===== src/rtl/adc_buff_ctrl.sv =====
// ADC sample-buffer write controller: per-drdy bursts of CHANNELS words, block completion pulses.
// Optional overrun detection is built when ADC_BUFF_OVERRUN_EN is defined.
module adc_buff_ctrl #(
    parameter int ADDR_W   = 9,
    parameter int CHANNELS = 2,
    parameter int BLOCK_W  = 8,
    localparam int CH_W    = (CHANNELS > 1) ? $clog2(CHANNELS) : 1,
    localparam int BI_W    = ADDR_W - BLOCK_W
) (
    input  logic              clk,
    input  logic              reset,
    input  logic              start_pulse,
    input  logic              drdy,
    input  logic              stop_flag,
    output logic              we,
    output logic [ADDR_W-1:0] write_addr,
    output logic [CH_W-1:0]   ch_sel,
    output logic              block_done,
    output logic [BI_W-1:0]   block_idx,
    output logic              busy,
    output logic              overrun
);

    typedef enum logic [2:0] {
        S_IDLE,
        S_WAIT,
        S_WRITE,
        S_CHECK,
        S_DONE
    } state_t;

    state_t            state_q, state_d;
    logic [ADDR_W-1:0] addr_q, addr_d;
    logic [CH_W-1:0]   ch_q, ch_d;
    logic              drdy_q;
    logic              pend_q, pend_d;
    logic [BI_W-1:0]   idx_q, idx_d;
    logic              drdy_rise;
    logic              ch_last;
    logic              ovr_hit;

    assign drdy_rise = drdy & ~drdy_q;
    assign ch_last   = (ch_q == CH_W'(CHANNELS - 1));

    always_comb begin
        state_d = state_q;
        addr_d  = addr_q;
        ch_d    = ch_q;
        pend_d  = pend_q;
        idx_d   = idx_q;
        ovr_hit = 1'b0;
        case (state_q)
            S_IDLE: begin
                pend_d = 1'b0;
                if (start_pulse) begin
                    addr_d  = '0;
                    ch_d    = '0;
                    state_d = S_WAIT;
                end
            end
            S_WAIT: begin
                if (drdy_rise || pend_q) begin
                    pend_d  = 1'b0;
                    state_d = S_WRITE;
                end
            end
            S_WRITE: begin
                ovr_hit = drdy_rise;
                addr_d  = addr_q + ADDR_W'(1);
                ch_d    = ch_last ? '0 : ch_q + CH_W'(1);
                if (ch_last) begin
                    state_d = S_CHECK;
                end
            end
            S_CHECK: begin
                ovr_hit = drdy_rise;
                if (addr_q[BLOCK_W-1:0] == '0) begin
                    // index latched here so it is valid alongside block_done
                    idx_d   = addr_q[ADDR_W-1:BLOCK_W] - BI_W'(1);
                    state_d = S_DONE;
                end else begin
                    state_d = S_WAIT;
                end
            end
            S_DONE: begin
                pend_d  = drdy_rise & ~stop_flag;
                state_d = stop_flag ? S_IDLE : S_WAIT;
            end
            default: begin
                state_d = S_IDLE;
            end
        endcase
    end

    always_ff @(posedge clk or posedge reset) begin
        if (reset) begin
            state_q <= S_IDLE;
            addr_q  <= '0;
            ch_q    <= '0;
            drdy_q  <= 1'b0;
            pend_q  <= 1'b0;
            idx_q   <= '0;
        end else begin
            state_q <= state_d;
            addr_q  <= addr_d;
            ch_q    <= ch_d;
            drdy_q  <= drdy;
            pend_q  <= pend_d;
            idx_q   <= idx_d;
        end
    end

`ifdef ADC_BUFF_OVERRUN_EN
    logic ovr_q, ovr_d;

    always_comb begin
        ovr_d = ovr_q;
        if (state_q == S_IDLE && start_pulse) begin
            ovr_d = 1'b0;
        end else if (ovr_hit) begin
            ovr_d = 1'b1;
        end
    end

    always_ff @(posedge clk or posedge reset) begin
        if (reset) begin
            ovr_q <= 1'b0;
        end else begin
            ovr_q <= ovr_d;
        end
    end

    assign overrun = ovr_q;
`else
    logic unused_ovr;
    assign unused_ovr = ovr_hit;
    assign overrun    = 1'b0;
`endif

    assign we         = (state_q == S_WRITE);
    assign write_addr = addr_q;
    assign ch_sel     = ch_q;
    assign block_done = (state_q == S_DONE);
    assign block_idx  = idx_q;
    assign busy       = (state_q != S_IDLE);

endmodule


===== config.mk =====
export PLATFORM = sky130hd
export DESIGN_NAME = adc_buff_ctrl
export DESIGN_NICKNAME = d
export VERILOG_FILES = /design/src/rtl/adc_buff_ctrl.sv
export SDC_FILE = /design/constraint.sdc
export NUM_CORES = 1
export LEC_CHECK = 0
export CORE_ASPECT_RATIO = 1.25
export CORE_MARGIN = 1
export CORE_UTILIZATION = 35
export DETAILED_ROUTE_END_ITERATION = 7
export SLEW_MARGIN = 30
export SYNTH_ARGS = -nofsm -noshare
export SYNTH_HDL_FRONTEND = slang
export SYNTH_SLANG_ARGS = --single-unit

===== constraint.sdc =====
create_clock -name clk -period 5.5 [get_ports clk]
set_clock_uncertainty 0.15 [all_clocks]
set_input_delay 0.825 -clock clk [delete_from_list [all_inputs] [get_ports clk]]
set_output_delay 0.825 -clock clk [all_outputs]
set_load 0.02 [all_outputs]

==> metrics.cfg <==
[clock_tree]
cts_tree = built
cts_inserted_buffers = 3
hold_buffers = 0
cts-root-buf = clkbuf_4
clkLatencyLatePin_ns = 0.28
cts.htree.levels = 1
cts_sinks = 16
post_cts_buffers = 0
post_cts_resized = 0
cts_buffer_depth = 2
path_clk_slew_ns = 0.09

[synthesis]
synth_cell_types = 35
synthMuxAreaShare_pct = 5.81
yosysWarningCount = 0
syn_area_um2 = 862
yosys.area_share.simple_pct = 23.1
syn_area_per_cell_um2 = 9.37
netlist.area_leader.share_pct = 46.4
synthTopCellsByCount = dfrtp_1 (16), nand2_1 (10), inv_1 (8), o21ai_0 (7), mux2i_1 (5)
synth.most_common_cell = dfrtp_1
synth-async-reset-ratio_pct = 100
synth_top_family_by_area = simple AND/OR/NAND/NOR gates
yosysSeqAreaShare_pct = 46.4
yosys-top-cells-area = dfrtp_1 (46%), mux2i_1 (5.8%), nand2_1 (4.4%), o21ai_0 (4.1%), inv_1 (3.5%)
synthCells = 92
syn_nets = 99
synth_compound_area_share_pct = 11.3
yosys.area.top_type = dfrtp_1
ys_ff_latch = 16
synth_ff_type = dfrtp_1
synth_xor_area_share_pct = 2.03
synthAdderAreaFrac_pct = 2.90
synth_edf_count = 0

[power]
combPwrFrac_pct = 46.2
power.total_mw = 0.518
p_int_mw = 0.300
p_seq_share_pct = 39.3
clkPwrFrac_pct = 14.5
ir_worst_vdd_uv = 260
p_sw_share_pct = 42.1
cellPowerDensity_nw_per_um2 = 480
p_sw_mw = 0.218
p_leak_nw = 0.499

[timing]
hold_ws_ns = 0.368
worst_slew_pin_slew_ns = 0.585
setup_violations = 0
final-max-slew-violation-count = 0
finalCritPeriodShare_pct = 57.2
relSlewSlack_pct = 61.0
fmax_mhz = 318
finalHoldViolations = 0
tns_ns = 0
rsz0062_at_grt = no
finalCriticalPeriod_ns = 3.15

[finish]
diodes = 0
fin_nets = 116
layout-drive-gt1-share_pct = 4.63
synthToLayoutAreaGrowth_pct = 25.1

[die]
start_util_pct = 38.2
core_area_um2 = 2260
row_count = 19
die_w_um = 46.4
dieHeight_um = 57.5
io_pins = 20
die-area_um2 = 2670

[min_path]
hold_depth = 1
hp-start = write_addr[8]
hp-class = flop to flop

[setup_path]
endpoint_kind = output port
critPathLaunchType = flop
cp.arrival_ns = 2.17
critical_path_class = flop to output port
crit_fanout = 12
r2r-start = state_q[1]
required_ns = 4.53
critPathLaunch = state_q[1]
rr_worst_depth = 3

[drt]
wl_met2_um = 841
drt-total-wl_mm = 1.74
drtIter0Drc = 14
via_count = 700
viasPerCell = 5.04
top_layer = met4
drt_first_pass_iters = 4
ant_nets = 0
wl_per_cell_um = 12.5
dr_wl_met3_um = 94
drc_errors = 0
wl_met1_um = 797

[status]
outcome = complete, no violations

[global_route]
grt_util_all_layers_pct = 14.3
grt_pass1_wl_mm = 2.80
grt_start_max_net_pins = 17
grt_pass1_vias = 658
grt.overflow.total = 0
antenna_found_initial = 0

[placement]
io_buffer_count = 18
hpwl_mm = 1.27
place.gp.congestion = 0.764

[job]
maxCapViolCount = 0

[kinds of logic after synthesis]
kind of cell	count (synthesis)
AOI/OAI and AO/OA	17
xor gates and xnor gates	2
adders and majority gates	2
buffers and inverters	14
DFF	16
muxes	5
other	1
and+or+nand+nor	35
[layout make-up]
type / count / area, um2
Clock buffer: 4 / 36.3
Fill cell: 225 / 1180
Inverter: 8 / 30.0
Multi-Input combinational cell: 62 / 393
Sequential cell: 16 / 400
Tap cell: 31 / 38.8
Timing Repair Buffer: 18 / 180
[placed cells by master, fill, tap and decap left out, types with 3 or more instances in the layout]
master and n:
nor2_1 4, clkbuf_4 3, dfrtp_1 16, inv_1 8
nand3_1 4, o21ai_0 7, a21oi_1 3, nand4_1 3
nand2_1 10, clkdlybuf4s50_1 18, mux2i_1 5
[power groups by stage]
stage / Sequential, mW / Clock (mW) / Combinational (mW)
after detailed placement: 0.205 / 0 / 0.241
after global routing: 0.212 / 0.0837 / 0.264
after floorplan: 0.202 / 0 / 0.164
after CTS: 0.203 / 0.0793 / 0.242
final: 0.203 / 0.0753 / 0.239
after global placement: 0.204 / 0 / 0.237
[flip-flops by register name, summed over array words and instances, names as in the netlist]
name        flops
state_q         3
block_idx       1
pend_q          1
drdy_q          1
ch_sel          1
write_addr      9
[worst max-delay path, stage by stage, from the launching register on]
cell and delay, ns:
dfrtp_1 0.54, or3b_1 0.57, inv_1 0.17, clkdlybuf4s50_1 0.62
[per-stage QoR]
step	setup WS (ns)	utilization (%)	cells	instance area, um2
CTS	2.34	47.8	139	1080
global placement	2.69	46.1	135	1040
floorplan	3.31	-	92	862
global route	2.26	47.8	139	1080
finish	2.35	47.8	139	1080
detailed placement	2.67	46.1	135	1040
[worst paths after layout]
kind,endpoint,slack [ns]
max in group asynchronous,write_addr[7],4.07
worst max register to register,write_addr[5],3.44
worst min-delay path,write_addr[8],0.37
worst min register to register,write_addr[8],0.37
worst max-delay path,we,2.35
min in group asynchronous,drdy_q,0.75
[per-layer routing]
layer | GRT usage [%] | vias to the layer above
li1 | - | 349
met4 | 6.30 | 0
met3 | 1.90 | 2
met5 | 0 | -
met1 | 18.8 | 326
met2 | 22.8 | 23
Note: power is estimated with default switching activity, not from simulation.
